[src/rtl/relu_maxpool_stage_if.sv]
// Valid/ready stream bundle for relu_maxpool_stage.
// One interface carries both sides of the stage:
//   s_data_in  / s_valid / s_ready  : input element stream (stage is the sink)
//   m_data_out / m_valid / m_ready  : pooled result stream (stage is the source)
// Modports:
//   slave  : the stage's view
//   master : the surrounding environment's view (upstream producer + downstream consumer)
interface relu_maxpool_stage_if #(
    parameter int unsigned T = 8
);
    logic [T-1:0] s_data_in;
    logic         s_valid;
    logic         s_ready;
    logic [T-1:0] m_data_out;
    logic         m_valid;
    logic         m_ready;

    modport slave (
        input  s_data_in,
        input  s_valid,
        output s_ready,
        output m_data_out,
        output m_valid,
        input  m_ready
    );

    modport master (
        output s_data_in,
        output s_valid,
        input  s_ready,
        input  m_data_out,
        input  m_valid,
        output m_ready
    );
endinterface

[src/rtl/relu_maxpool_stage.sv]
// ReLU followed by non-overlapping max pooling of width W over each L-element vector.
// Consumes one signed T-bit element per input transfer and emits one pooled,
// non-negative element per window; the last window of a vector may be partial.
// Ports:
//   clk   : clock, rising edge
//   reset : asynchronous, active-high
//   bus   : relu_maxpool_stage_if.slave (s_* input stream, m_* result stream)
module relu_maxpool_stage #(
    parameter int unsigned L = 6,
    parameter int unsigned W = 2,
    parameter int unsigned T = 8
) (
    input  logic                    clk,
    input  logic                    reset,
    relu_maxpool_stage_if.slave     bus
);

    localparam int unsigned WCW = (W > 1) ? $clog2(W) : 1;
    localparam int unsigned VCW = (L > 1) ? $clog2(L) : 1;

    logic [WCW-1:0] wcnt_q, wcnt_d;
    logic [VCW-1:0] vcnt_q, vcnt_d;
    logic [T-1:0]   best_q, best_d;
    logic [T-1:0]   data_q, data_d;
    logic           valid_q, valid_d;

    logic [T-1:0]   relu_c;
    logic [T-1:0]   cand_c;
    logic           close_c;
    logic           s_ready_c;
    logic           in_xfer_c;
    logic           out_xfer_c;

    // Datapath: ReLU, running max candidate and window-close detection
    always_comb begin
        relu_c  = bus.s_data_in[T-1] ? '0 : bus.s_data_in;
        // best and relu_c are both non-negative, so an unsigned compare is exact
        cand_c  = (wcnt_q == '0) ? relu_c : ((relu_c > best_q) ? relu_c : best_q);
        close_c = (wcnt_q == WCW'(W - 1)) || (vcnt_q == VCW'(L - 1));
    end

    // Only a closing element can collide with an unconsumed result
    always_comb begin
        s_ready_c  = !reset && !(close_c && valid_q && !bus.m_ready);
        in_xfer_c  = bus.s_valid && s_ready_c;
        out_xfer_c = valid_q && bus.m_ready;
    end

    // Next-state logic
    always_comb begin
        wcnt_d  = wcnt_q;
        vcnt_d  = vcnt_q;
        best_d  = best_q;
        data_d  = data_q;
        valid_d = valid_q;

        if (out_xfer_c) begin
            valid_d = 1'b0;
        end

        if (in_xfer_c) begin
            if (close_c) begin
                // Load wins over a same-cycle drain
                data_d  = cand_c;
                valid_d = 1'b1;
                wcnt_d  = '0;
                vcnt_d  = (vcnt_q == VCW'(L - 1)) ? '0 : vcnt_q + VCW'(1);
            end else begin
                best_d  = cand_c;
                wcnt_d  = wcnt_q + WCW'(1);
                vcnt_d  = vcnt_q + VCW'(1);
            end
        end
    end

    // State register
    always_ff @(posedge clk or posedge reset) begin
        if (reset) begin
            wcnt_q  <= '0;
            vcnt_q  <= '0;
            best_q  <= '0;
            data_q  <= '0;
            valid_q <= 1'b0;
        end else begin
            wcnt_q  <= wcnt_d;
            vcnt_q  <= vcnt_d;
            best_q  <= best_d;
            data_q  <= data_d;
            valid_q <= valid_d;
        end
    end

    assign bus.s_ready    = s_ready_c;
    assign bus.m_data_out = data_q;
    assign bus.m_valid    = valid_q;

endmodule

[src/flat_wrapper.sv]
// flat-port wrapper written by rule: the top's interface ports become plain ports
module relu_maxpool_stage_flat 
#(
    parameter int unsigned L = 6,
    parameter int unsigned W = 2,
    parameter int unsigned T = 8
)
  (clk, reset, bus_s_data_in, bus_s_valid, bus_s_ready, bus_m_data_out, bus_m_valid, bus_m_ready);
  relu_maxpool_stage_if #(.T(T)) bus_i ();
  input  logic clk;
  input  logic reset;
  input wire logic [$bits(bus_i.s_data_in)-1:0] bus_s_data_in;
  input wire logic [$bits(bus_i.s_valid)-1:0] bus_s_valid;
  output wire logic [$bits(bus_i.s_ready)-1:0] bus_s_ready;
  output wire logic [$bits(bus_i.m_data_out)-1:0] bus_m_data_out;
  output wire logic [$bits(bus_i.m_valid)-1:0] bus_m_valid;
  input wire logic [$bits(bus_i.m_ready)-1:0] bus_m_ready;
  assign bus_i.s_data_in = bus_s_data_in;
  assign bus_i.s_valid = bus_s_valid;
  assign bus_s_ready = bus_i.s_ready;
  assign bus_m_data_out = bus_i.m_data_out;
  assign bus_m_valid = bus_i.m_valid;
  assign bus_i.m_ready = bus_m_ready;
  relu_maxpool_stage #(.L(L), .W(W), .T(T)) u_core (.clk(clk), .reset(reset), .bus(bus_i));
endmodule
[config.mk]
export PLATFORM = sky130hd
export DESIGN_NAME = relu_maxpool_stage_flat
export DESIGN_NICKNAME = d
export VERILOG_FILES = /design/src/rtl/relu_maxpool_stage_if.sv /design/src/rtl/relu_maxpool_stage.sv /design/src/flat_wrapper.sv
export SDC_FILE = /design/constraint.sdc
export NUM_CORES = 1
export LEC_CHECK = 0
export ABC_AREA = 0
export CAP_MARGIN = 20
export CORE_ASPECT_RATIO = 0.5
export CORE_MARGIN = 2
export CORE_UTILIZATION = 23
export DETAILED_ROUTE_END_ITERATION = 8
export GPL_TIMING_DRIVEN = 0
export SLEW_MARGIN = 20
export SYNTH_ARGS = -nofsm -noshare
export SYNTH_HDL_FRONTEND = slang
export SYNTH_SLANG_ARGS = --single-unit
[constraint.sdc]
create_clock -name clk -period 2.5 [get_ports clk]
set_clock_uncertainty 0.2 [all_clocks]
set_input_delay 0.5 -clock clk [delete_from_list [all_inputs] [get_ports clk]]
set_output_delay 0.5 -clock clk [all_outputs]
set_load 0.01 [all_outputs]
==> flow_summary.rst, run 1 <==
.. list-table::
   :header-rows: 1

   * - Metric
     - Value
   * - Status
     - complete, no violations
   * - Endpoint of the worst-slack reg-to-reg timing path
     - u_core.bus.m_data_out[0]$_DFFE_PP0P_
   * - Type of the setup path with the least slack
     - in2reg
   * - Via total after detailed routing
     - 971
   * - Final global-route overflow total
     - 0
   * - Antenna Nets Post-Route
     - 0
   * - Cell-internal power
     - 0.990 mW
   * - Main combinational cell family by area after synthesis
     - compound AO/OA/AOI/OAI gates
   * - Clock edge transition at the registers on the reported setup and hold paths
     - 0.08 ns
   * - Synthesized net count
     - 139
   * - Mean Syn Cell Area
     - 10.4 um^2
   * - Max Fanout on Critical Path
     - 8
   * - Share of layout cells above drive strength 1
     - 22.4%
   * - Final min period
     - 2.43 ns
   * - Clock network latency to the later pin of the worst-skew pair
     - 0.26 ns
   * - Start point of the critical path
     - bus_s_data_in[5]
   * - Logic pwr share
     - 49.1%
   * - Yosys warnings
     - 0
   * - Post-detailed-placement half-perimeter wirelength
     - 1900 um
   * - Portion of the post-synthesis area used by sequential elements
     - 42.8%
   * - Number of DRC violations after detailed-routing iteration 0
     - 43
   * - Synth Area in XOR/XNOR
     - 0%
   * - Wire length of the first global-routing pass
     - 4430 um
   * - Global routing usage summed across all routing layers
     - 9.29%
   * - Die area
     - 0.00597 mm^2
   * - Clk sink count
     - 21
   * - Fill cell instance count of the final layout
     - 514
   * - Overall die height
     - 55.7 um
   * - Level count of the clock H-tree
     - 1
   * - Commonest cells after routing, fill and taps aside
     - sky130_fd_sc_hd__dfrtp_1, sky130_fd_sc_hd__clkdlybuf4s50_1, sky130_fd_sc_hd__nor2_1
   * - Simple-gate area share of the yosys netlist
     - 19.3%
   * - Nets
     - 169
   * - Area of placed instances
     - 0.00153 mm^2
   * - FF-to-FF Start
     - u_core.best_q[1]$_DFFE_PP0P_
   * - Required @ worst endpoint
     - 2.49 ns
   * - Register bit total from synthesis
     - 21
   * - Via density per instance
     - 4.47
   * - Post-CTS Hold Fix Bufs
     - 0
   * - Final Hold Viols
     - 0
   * - Most area-consuming cells after synthesis
     - sky130_fd_sc_hd__dfrtp_1, sky130_fd_sc_hd__ha_1, sky130_fd_sc_hd__mux2_2
   * - Post-Layout Inst Area
     - 0.00166 mm^2
   * - Switching fraction of total power
     - 37.8%
   * - Final hold slack
     - 0.311 ns
   * - Maximum number of pins on one net before global-route repair
     - 24
   * - Endpoint arrival time on the critical path
     - 2.42 ns
   * - Initial antenna violation count
     - 0
   * - Nature of the critical path startpoint
     - input port
   * - Number of top-level design ports
     - 22
   * - Number of global-route vias before repair
     - 916
   * - Max-slew violations
     - 0
   * - Total Routed Length
     - 2630 um
   * - Post-synthesis cell count
     - 118
   * - Worst r2r path cells
     - 8
   * - CP cell instances
     - clkdlybuf4s50_1 -> nor2b_2 -> ha_1 -> a211oi_1 -> or3_4 -> o21a_4 -> a21o_1 -> a31oi_2
   * - Ratio of total power to cell area
     - 961 mW/mm^2
   * - Clock network power share
     - 14.3%
   * - Post-synth design cell area
     - 0.00123 mm^2
   * - Net switching power
     - 0.602 mW
   * - Largest stage delay on the critical path
     - 0.39 ns
   * - Sort of element at the end of the critical path
     - register
   * - CP Buf/Inv Count
     - 1
   * - Mux cell area share after synthesis
     - 5.50%
   * - Share of the synthesized area in compound gates (AO/OA/AOI/OAI)
     - 19.6%
   * - Fraction of synthesized cell area taken by the top area cell type
     - 42.8%
   * - Count of standard-cell rows
     - 18
   * - I/O Buffers
     - 21
   * - Setup TNS Final
     - 0 ns
   * - Upper clock frequency limit
     - 411 MHz
   * - Root Buffer
     - sky130_fd_sc_hd__clkbuf_8
   * - Ant diodes
     - 0
   * - Slew at the pin closest to its max-slew limit
     - 0.561 ns
   * - Capture point of the worst path
     - u_core.bus.m_data_out[0]$_DFFE_PP0P_
   * - Fraction of registers with async set/reset
     - 100%
   * - Count of endpoints failing setup in the final report
     - 0
   * - Family of cells with the greatest summed delay on the critical path
     - compound AO/OA/AOI/OAI gates
   * - Remaining design rule violation count
     - 0
   * - Number of cells on the critical path
     - 8
   * - Leakage power summed over all cells
     - 0.679 nW
   * - Initial Util
     - 24.4%
   * - Proportion of power drawn by flip-flops and latches
     - 36.6%
   * - Period Utilization, post-route
     - 97.3%
   * - Horizontal die dimension
     - 107 um
   * - Unrepaired setup endpoints after global routing
     - false
   * - RD Place Congestion
     - 0.770
   * - Worst slew slack as a fraction of its limit
     - 62.4%
   * - Post-synthesis to final-layout area growth
     - 35.0%
   * - Post-DR wirelength/cell
     - 12.1 um
   * - Adder-cell area share of the yosys netlist
     - 9.17%
   * - Peak supply drop
     - 248 uV
   * - Setup slack of the worst register-to-register path
     - 0.45 ns
   * - Crit-path slowest cell
     - sky130_fd_sc_hd__clkdlybuf4s50_1
   * - Drt first pass iters
     - 4
   * - Worst setup slack before clock tree synthesis
     - -0.488 ns
   * - CTS tree
     - done
   * - Class of the tightest hold or removal check
     - reg2reg
   * - Commonest non-fill, non-tap cell in the layout
     - sky130_fd_sc_hd__dfrtp_1
   * - Most used flip-flop cell after synthesis
     - sky130_fd_sc_hd__dfrtp_1
   * - Number of flops mapped to enable cells by yosys
     - 0
   * - PnR worst setup slack
     - 0.0687 ns
   * - CTS max path bufs
     - 2
   * - Max-cap violations
     - 0
   * - Core region area
     - 0.00502 mm^2
   * - Inserted Clock Buffers
     - 3
   * - Number of distinct standard cells referenced by the synthesized netlist
     - 30
   * - Tot Pwr
     - 1.59 mW
   * - Synth area leader
     - sky130_fd_sc_hd__dfrtp_1
-- area by class of cell --
cell class,count,area [um^2],area share (%)
inverter,9,37.5,2.27
sequential,21,526,31.7
timing repair buffer,24,234,14.1
multi-input combinational,87,714,43.1
tap,70,87.6,5.29
clock buffer,4,45.0,2.72
timing repair inverter,1,5.00,0.302
buffer,1,7.51,0.453
-- power groups by stage --
stage / logic (mW) / registers [mW] / clock network (mW)
5_1_grt: 0.866 / 0.610 / 0.256
4_1_cts: 0.731 / 0.582 / 0.233
3_5_place_dp: 0.706 / 0.586 / 0
3_3_place_gp: 0.694 / 0.582 / 0
6_report: 0.782 / 0.582 / 0.227
2_1_floorplan: 0.449 / 0.595 / 0
-- state kept, by name, indices dropped and copies added, names as in the netlist --
signal / flops
u_core.wcnt_q: 1
u_core.vcnt_q: 3
u_core.bus.m_valid: 1
u_core.best_q: 8
u_core.bus.m_data_out: 8
-- metal layers --
metal	GRT usage (%)	routed length (um)	up-vias	part of all wire, %
met5	0	0	-	0
met4	2.78	27	0	1.0
met3	2.81	117	2	4.5
met2	14.4	1190	23	45
met1	12.5	1290	462	49
li1	-	-	484	-
-- metrics by stage --
step	cells	util, %
after floorplan	118	-
after global placement	209	30.4
after detailed placement	209	30.4
after CTS	213	31.7
after global routing	217	33.0
final	217	33.0
-- worst min path at each step --
stage	start	end	slack [ns]	cells after the start
CTS	u_core.vcnt_q[1]$_DFFE_PP0P_	u_core.vcnt_q[1]$_DFFE_PP0P_	0.32	1
detailed placement	u_core.vcnt_q[1]$_DFFE_PP0P_	u_core.vcnt_q[1]$_DFFE_PP0P_	0.30	1
finish	u_core.vcnt_q[1]$_DFFE_PP0P_	u_core.vcnt_q[1]$_DFFE_PP0P_	0.31	1
global route	u_core.vcnt_q[1]$_DFFE_PP0P_	u_core.vcnt_q[1]$_DFFE_PP0P_	0.34	1
floorplan	u_core.vcnt_q[1]$_DFFE_PP0P_	u_core.vcnt_q[1]$_DFFE_PP0P_	0.28	1
global placement	u_core.vcnt_q[1]$_DFFE_PP0P_	u_core.vcnt_q[1]$_DFFE_PP0P_	0.29	1
-- synthesized netlist by cell type, types with 2 or more instances --
master / count
sky130_fd_sc_hd__nor2_1: 11
sky130_fd_sc_hd__nand4_1: 2
sky130_fd_sc_hd__inv_1: 9
sky130_fd_sc_hd__a31oi_1: 6
sky130_fd_sc_hd__nor2b_1: 7
sky130_fd_sc_hd__dfrtp_1: 21
sky130_fd_sc_hd__nand3_1: 7
sky130_fd_sc_hd__o21ai_1: 3
sky130_fd_sc_hd__o21ai_0: 8
sky130_fd_sc_hd__nor2_4: 2
sky130_fd_sc_hd__mux2_2: 6
sky130_fd_sc_hd__a211oi_1: 4
sky130_fd_sc_hd__a21o_1: 3
sky130_fd_sc_hd__nand2b_1: 3
sky130_fd_sc_hd__nand2_1: 3
sky130_fd_sc_hd__ha_1: 9
-- worst reg2reg max path, cell delays in order (launching register included) --
cell and delay [ns]:
sky130_fd_sc_hd__dfrtp_1 0.38, sky130_fd_sc_hd__inv_1 0.08, sky130_fd_sc_hd__ha_4 0.26, sky130_fd_sc_hd__nor2b_1 0.12
sky130_fd_sc_hd__o211ai_1 0.16, sky130_fd_sc_hd__buf_4 0.17, sky130_fd_sc_hd__a211o_1 0.31, sky130_fd_sc_hd__a21o_1 0.19
sky130_fd_sc_hd__a31oi_2 0.11
-- cells by family after synthesis --
family | Yosys count
buffers and inverters | 11
muxes | 6
AOI/OAI and AO/OA | 32
and+or+nand+nor | 39
adders and majority gates | 9
DFF | 21
-- timing repair --
item	CTS	global route
setup buffers	1	2
gates resized for setup	6	11
setup endpoints to repair	15	12
endpoints found under the hold margin	0	0
pin swaps	1	6
gates cloned	0	2
(Power assumes the default switching activity.)
==> run 2, diff against run 1 <==
Settings changed: CELL_PAD_IN_SITES_DETAIL_PLACEMENT set to 1, CELL_PAD_IN_SITES_GLOBAL_PLACEMENT set to 1, PLACE_DENSITY_LB_ADDON set to 0.1.
==> run 2 against run 1 <==
- global-route usage increased by 1.9 points
- highest routed layer unchanged
- routed wire length rose by 22%
- register-to-register slack worse by 0.02 ns
- fmax grew 0.37%
- flip-flop and latch count unchanged
- clock power barely moved
- die area did not move
- sequential share of layout area is 0.092 points lower
==> flow_summary.rst, run 2 (synthesis gave the netlist of run 1 again) <==
.. list-table::
   :header-rows: 1

   * - Metric
     - Value
   * - Status
     - complete, no violations
   * - I/O Buffers
     - 21
   * - Core region area
     - 0.00502 mm^2
   * - Global routing usage summed across all routing layers
     - 11.2%
   * - Share of layout cells above drive strength 1
     - 23.3%
   * - Number of top-level design ports
     - 22
   * - CTS max path bufs
     - 2
   * - Maximum number of pins on one net before global-route repair
     - 24
   * - Wire length the detailed router placed on met1
     - 1620 um
   * - Remaining design rule violation count
     - 0
   * - Inserted Clock Buffers
     - 3
   * - Final min period
     - 2.42 ns
   * - Root Buffer
     - sky130_fd_sc_hd__clkbuf_8
   * - Worst setup slack before clock tree synthesis
     - -0.644 ns
   * - Clk sink count
     - 21
   * - Max-slew violations
     - 0
   * - Overall die height
     - 55.7 um
   * - Crit-path slowest cell
     - sky130_fd_sc_hd__clkdlybuf4s50_1
   * - Die area
     - 0.00597 mm^2
   * - PnR worst setup slack
     - 0.0777 ns
   * - Ratio of total power to cell area
     - 987 mW/mm^2
   * - Post-DR wirelength/cell
     - 14.8 um
   * - Amount of wire on met2 after detailed routing
     - 1420 um
   * - Nature of the critical path startpoint
     - input port
   * - Unrepaired setup endpoints after global routing
     - true
   * - Ant diodes
     - 0
   * - Wire length of the first global-routing pass
     - 5230 um
   * - Sort of element at the end of the critical path
     - register
   * - CP cell instances
     - clkdlybuf4s50_1 -> nor2b_4 -> ha_4 -> nor2b_1 -> o211ai_1 -> buf_4 -> a211oi_4 -> o21ai_0 -> a31oi_1
   * - Largest stage delay on the critical path
     - 0.41 ns
   * - Post-Layout Inst Area
     - 0.00167 mm^2
   * - Required @ worst endpoint
     - 2.49 ns
   * - Via density per instance
     - 4.55
   * - Nets
     - 168
   * - Level count of the clock H-tree
     - 1
   * - Number of global-route vias before repair
     - 1051
   * - Initial Util
     - 24.4%
   * - Period Utilization, post-route
     - 96.9%
   * - Type of the setup path with the least slack
     - in2reg
   * - Max-cap violations
     - 0
   * - Slew at the pin closest to its max-slew limit
     - 0.559 ns
   * - Max Fanout on Critical Path
     - 6
   * - Post-detailed-placement half-perimeter wirelength
     - 2250 um
   * - Area of placed instances
     - 0.00153 mm^2
   * - Commonest cells after routing, fill and taps aside
     - sky130_fd_sc_hd__dfrtp_1, sky130_fd_sc_hd__clkdlybuf4s50_1, sky130_fd_sc_hd__nor2_1
   * - Final Hold Viols
     - 0
   * - Class of the tightest hold or removal check
     - in2async
   * - Total Routed Length
     - 3200 um
   * - Final global-route overflow total
     - 0
   * - Post-synthesis to final-layout area growth
     - 35.7%
   * - Initial antenna violation count
     - 0
   * - Final hold slack
     - 0.260 ns
   * - Count of endpoints failing setup in the final report
     - 0
   * - Clock edge transition at the registers on the reported setup and hold paths
     - 0.08 ns
   * - Via total after detailed routing
     - 982
   * - RD Place Congestion
     - 0.693
   * - Count of standard-cell rows
     - 18
   * - Endpoint arrival time on the critical path
     - 2.41 ns
   * - Leakage power summed over all cells
     - 0.677 nW
   * - Number of DRC violations after detailed-routing iteration 0
     - 32
   * - Horizontal die dimension
     - 107 um
   * - Clock network latency to the later pin of the worst-skew pair
     - 0.26 ns
   * - Peak supply drop
     - 232 uV
   * - Upper clock frequency limit
     - 413 MHz
   * - Drt first pass iters
     - 4
   * - CTS tree
     - done
   * - Met3 wire length
     - 127 um
   * - Post-CTS Hold Fix Bufs
     - 0
   * - Fill cell instance count of the final layout
     - 584
   * - Worst slew slack as a fraction of its limit
     - 62.6%
   * - Antenna Nets Post-Route
     - 0
   * - Commonest non-fill, non-tap cell in the layout
     - sky130_fd_sc_hd__dfrtp_1
   * - Top Layer Used
     - met4
## run 2: layer usage
| metal | global-route usage [%] | up-vias |
|---|---|---|
| li1 | - | 479 |
| met1 | 14.9 | 485 |
| met2 | 18.4 | 16 |
| met3 | 3.04 | 2 |
| met4 | 2.23 | 0 |
| met5 | 0 | - |
## run 2: critical path, delay by kind of cell
| family | cells | cell delay [ns] |
|---|---|---|
| compound gates | 4 | 0.78 |
| fa+ha+maj | 1 | 0.26 |
| buf+inv | 2 | 0.57 |
| simple gates | 2 | 0.28 |
## run 2: metrics by stage
| step | cells | power (mW) | setup TNS (ns) | util [%] |
|---|---|---|---|---|
| final | 216 | 1.64 | 0 | 33.2 |
| after global routing | 216 | 1.79 | -0.332 | 33.2 |
| after CTS | 213 | 1.58 | 0 | 31.7 |
| after detailed placement | 209 | 1.32 | -9.78 | 30.4 |
| after global placement | 209 | 1.30 | -9.14 | 30.4 |
| after floorplan | 118 | 1.04 | 0 | - |
## run 2: path summary, 6_finish.rpt
check	startpoint	to	slack, ns	depth (start not counted)
setup reg to reg	u_core.best_q[1]$_DFFE_PP0P_	u_core.bus.m_data_out[1]$_DFFE_PP0P_	0.43	8
max in group asynchronous	reset	u_core.vcnt_q[0]$_DFFE_PP0P_	1.49	2
hold reg to reg	u_core.bus.m_data_out[7]$_DFFE_PP0P_	u_core.bus.m_data_out[7]$_DFFE_PP0P_	0.33	2
hold / removal	reset	u_core.bus.m_valid$_DFF_PP0_	0.26	2
setup / recovery	bus_s_data_in[1]	u_core.bus.m_data_out[1]$_DFFE_PP0P_	0.08	9
min in group clk	u_core.bus.m_data_out[7]$_DFFE_PP0P_	u_core.bus.m_data_out[7]$_DFFE_PP0P_	0.33	2
## run 2: area by class of cell
| type | count | area (um^2) | share of cell area [%] |
|---|---|---|---|
| inverter | 9 | 37.5 | 2.25 |
| timing repair buffer | 24 | 229 | 13.7 |
| clock buffer | 4 | 45.0 | 2.70 |
| buffer | 1 | 7.51 | 0.451 |
| sequential | 21 | 527 | 31.6 |
| tap | 70 | 87.6 | 5.26 |
| multi-input combinational | 87 | 732 | 44.0 |
## run 2: what timing repair did
action                                  4_1_cts  5_1_grt
pin swaps                                     2        6
resized for setup                             7       12
gates cloned                                  0        1
setup buffers                                 1        2
endpoints found under the setup margin       17        9
## run 2: report_power, final
group          internal, mW  switching [mW]  leakage (nW)
Sequential            0.474           0.108         0.261
Combinational         0.418           0.414         0.393
Clock                 0.114           0.116        0.0228
==> run 3, diff against run 2 <==
--- a/config.mk
+++ b/config.mk
@@ -11,3 +11,2 @@
 export CELL_PAD_IN_SITES_GLOBAL_PLACEMENT = 1
-export CORE_ASPECT_RATIO = 0.5
 export CORE_MARGIN = 2
==> constraint.sdc (replaced) <==
create_clock -name clk -period 2.5 [get_ports clk]
set_clock_uncertainty 0.2 [all_clocks]
set_input_delay 0.25 -clock clk [delete_from_list [all_inputs] [get_ports clk]]
set_output_delay 0.25 -clock clk [all_outputs]
set_load 0.01 [all_outputs]
==> run 3 against run 2 <==
- first-iteration DRC count down 41%
- worst setup slack better by 0.023 ns
- clock power is 3% lower
- routed wire length shrank 12%
- critical path type is now reg2out
==> flow_summary.rst, run 3 (synthesis gave the netlist of run 1 again) <==
.. list-table::
   :header-rows: 1

   * - Metric
     - Value
   * - Status
     - complete, no violations
   * - Max-cap violations
     - 0
   * - CTS max path bufs
     - 2
   * - RD Place Congestion
     - 0.778
   * - Endpoint arrival time on the critical path
     - 1.95 ns
   * - Number of DRC violations after detailed-routing iteration 0
     - 19
   * - Drt first pass iters
     - 4
   * - Remaining design rule violation count
     - 0
   * - Maximum number of pins on one net before global-route repair
     - 24
   * - Share of layout cells above drive strength 1
     - 17.6%
   * - Max-slew violations
     - 0
   * - Final Hold Viols
     - 0
   * - Final hold slack
     - 0.201 ns
   * - CP cell instances
     - ha_1 -> a21oi_4 -> nor2_1 -> nor2_1 -> clkdlybuf4s50_1
   * - Post-DR wirelength/cell
     - 13.3 um
   * - Leakage power summed over all cells
     - 0.652 nW
   * - Required @ worst endpoint
     - 2.05 ns
   * - Initial Util
     - 23.9%
   * - Nature of the critical path startpoint
     - register
   * - Unrepaired setup endpoints after global routing
     - false
   * - Number of top-level design ports
     - 22
   * - Via total after detailed routing
     - 958
   * - Largest stage delay on the critical path
     - 0.54 ns
   * - Commonest non-fill, non-tap cell in the layout
     - sky130_fd_sc_hd__dfrtp_1
   * - Level count of the clock H-tree
     - 1
   * - Die area
     - 0.00594 mm^2
   * - Post-Layout Inst Area
     - 0.00158 mm^2
   * - Core region area
     - 0.00514 mm^2
   * - Nets
     - 164
   * - Clk sink count
     - 21
   * - Slew at the pin closest to its max-slew limit
     - 0.535 ns
   * - Type of the setup path with the least slack
     - reg2out
   * - Ant diodes
     - 0
   * - Family of cells with the greatest summed delay on the critical path
     - buffers and inverters
   * - Clock network latency to the later pin of the worst-skew pair
     - 0.26 ns
   * - Post-CTS Hold Fix Bufs
     - 0
   * - Count of buffers added by post-CTS timing repair for setup
     - 0
   * - Count of standard-cell rows
     - 26
   * - Final min period
     - 2.40 ns
   * - Post-route core utilization
     - 30.8%
   * - Worst slew slack as a fraction of its limit
     - 64.3%
   * - Setup slack of the worst register-to-register path
     - 0.42 ns
   * - Root Buffer
     - sky130_fd_sc_hd__clkbuf_8
   * - Period Utilization, post-route
     - 96.0%
   * - Via density per instance
     - 4.52
   * - Commonest cells after routing, fill and taps aside
     - sky130_fd_sc_hd__dfrtp_1, sky130_fd_sc_hd__clkdlybuf4s50_1, sky130_fd_sc_hd__nor2_1
   * - CP Buf/Inv Count
     - 1
   * - Global routing usage summed across all routing layers
     - 10.6%
   * - Post-synthesis to final-layout area growth
     - 29.0%
   * - Horizontal die dimension
     - 77.1 um
   * - CTS tree
     - done
   * - Ratio of total power to cell area
     - 966 mW/mm^2
   * - Final global-route overflow total
     - 0
   * - Sort of element at the end of the critical path
     - primary output
   * - Area of placed instances
     - 0.00153 mm^2
   * - Clock edge transition at the registers on the reported setup and hold paths
     - 0.08 ns
   * - Antenna Nets Post-Route
     - 0
   * - Number of global-route vias before repair
     - 1004
   * - Max Fanout on Critical Path
     - 5
   * - Tot Pwr
     - 1.53 mW
   * - I/O Buffers
     - 21
   * - Count of endpoints failing setup in the final report
     - 0
   * - Initial antenna violation count
     - 0
   * - Total Routed Length
     - 2820 um
   * - Inserted Clock Buffers
     - 3
   * - Crit-path slowest cell
     - sky130_fd_sc_hd__clkdlybuf4s50_1
   * - Post-detailed-placement half-perimeter wirelength
     - 2280 um
   * - Worst path most repeated cell
     - sky130_fd_sc_hd__nor2_1
   * - Class of the tightest hold or removal check
     - in2async
   * - Overall die height
     - 77.1 um
   * - Wire length of the first global-routing pass
     - 4980 um
   * - Peak supply drop
     - 304 uV
   * - Upper clock frequency limit
     - 417 MHz
run 3: layout make-up:
type / instances / area, um^2
inverter: 9 / 37.5
clock buffer: 3 / 41.3
fill: 607 / 3560
sequential: 21 / 526
buffer: 1 / 7.51
timing repair buffer: 21 / 213
multi-input combinational: 86 / 666
tap: 70 / 87.6
clock inverter: 1 / 5.00
run 3: final timing paths:
kind / from / endpoint / cells after the start
max: u_core.vcnt_q[0]$_DFFE_PP0P_ / bus_s_ready / 5
min: reset / u_core.bus.m_data_out[7]$_DFFE_PP0P_ / 2
max reg2reg: u_core.best_q[5]$_DFFE_PP0P_ / u_core.bus.m_data_out[1]$_DFFE_PP0P_ / 7
min reg2reg: u_core.vcnt_q[1]$_DFFE_PP0P_ / u_core.vcnt_q[1]$_DFFE_PP0P_ / 1
max in group asynchronous: reset / u_core.best_q[1]$_DFFE_PP0P_ / 2
min in group clk: u_core.vcnt_q[1]$_DFFE_PP0P_ / u_core.vcnt_q[1]$_DFFE_PP0P_ / 1
run 3: worst register-to-register path, stage by stage, from the launching register on:
cell                       delay (ns)
sky130_fd_sc_hd__dfrtp_1         0.37
sky130_fd_sc_hd__inv_1           0.05
sky130_fd_sc_hd__ha_1            0.34
sky130_fd_sc_hd__a211oi_1        0.10
sky130_fd_sc_hd__or3_4           0.38
sky130_fd_sc_hd__o21ai_2         0.23
sky130_fd_sc_hd__o21ai_0         0.14
sky130_fd_sc_hd__a31oi_1         0.19
run 3: through the flow:
stage | std cells | TNS (ns) | setup slack (ns)
6_report | 212 | 0 | 0.101
3_5_place_dp | 209 | -4.21 | -0.451
3_3_place_gp | 209 | -2.80 | -0.316
2_1_floorplan | 118 | 0 | 0.556
5_1_grt | 212 | 0 | 0.0181
4_1_cts | 212 | 0 | 0.0741
run 3: power by group:
group | switching, mW | total [mW] | internal (mW) | leakage, nW
Sequential | 0.107 | 0.581 | 0.473 | 0.262
Combinational | 0.365 | 0.724 | 0.358 | 0.364
Clock | 0.113 | 0.224 | 0.111 | 0.0255
run 3: metal layers:
layer | track usage, % | share of wire (%)
met2 | 18.4 | 50
met1 | 13.0 | 44
met3 | 1.41 | 3.9
met5 | 0 | 0
met4 | 4.82 | 2.0
run 3: timing repair:
item                       CTS  global route
gates resized for setup      2             3
pin swaps                    0             0
setup endpoints to repair    8            10
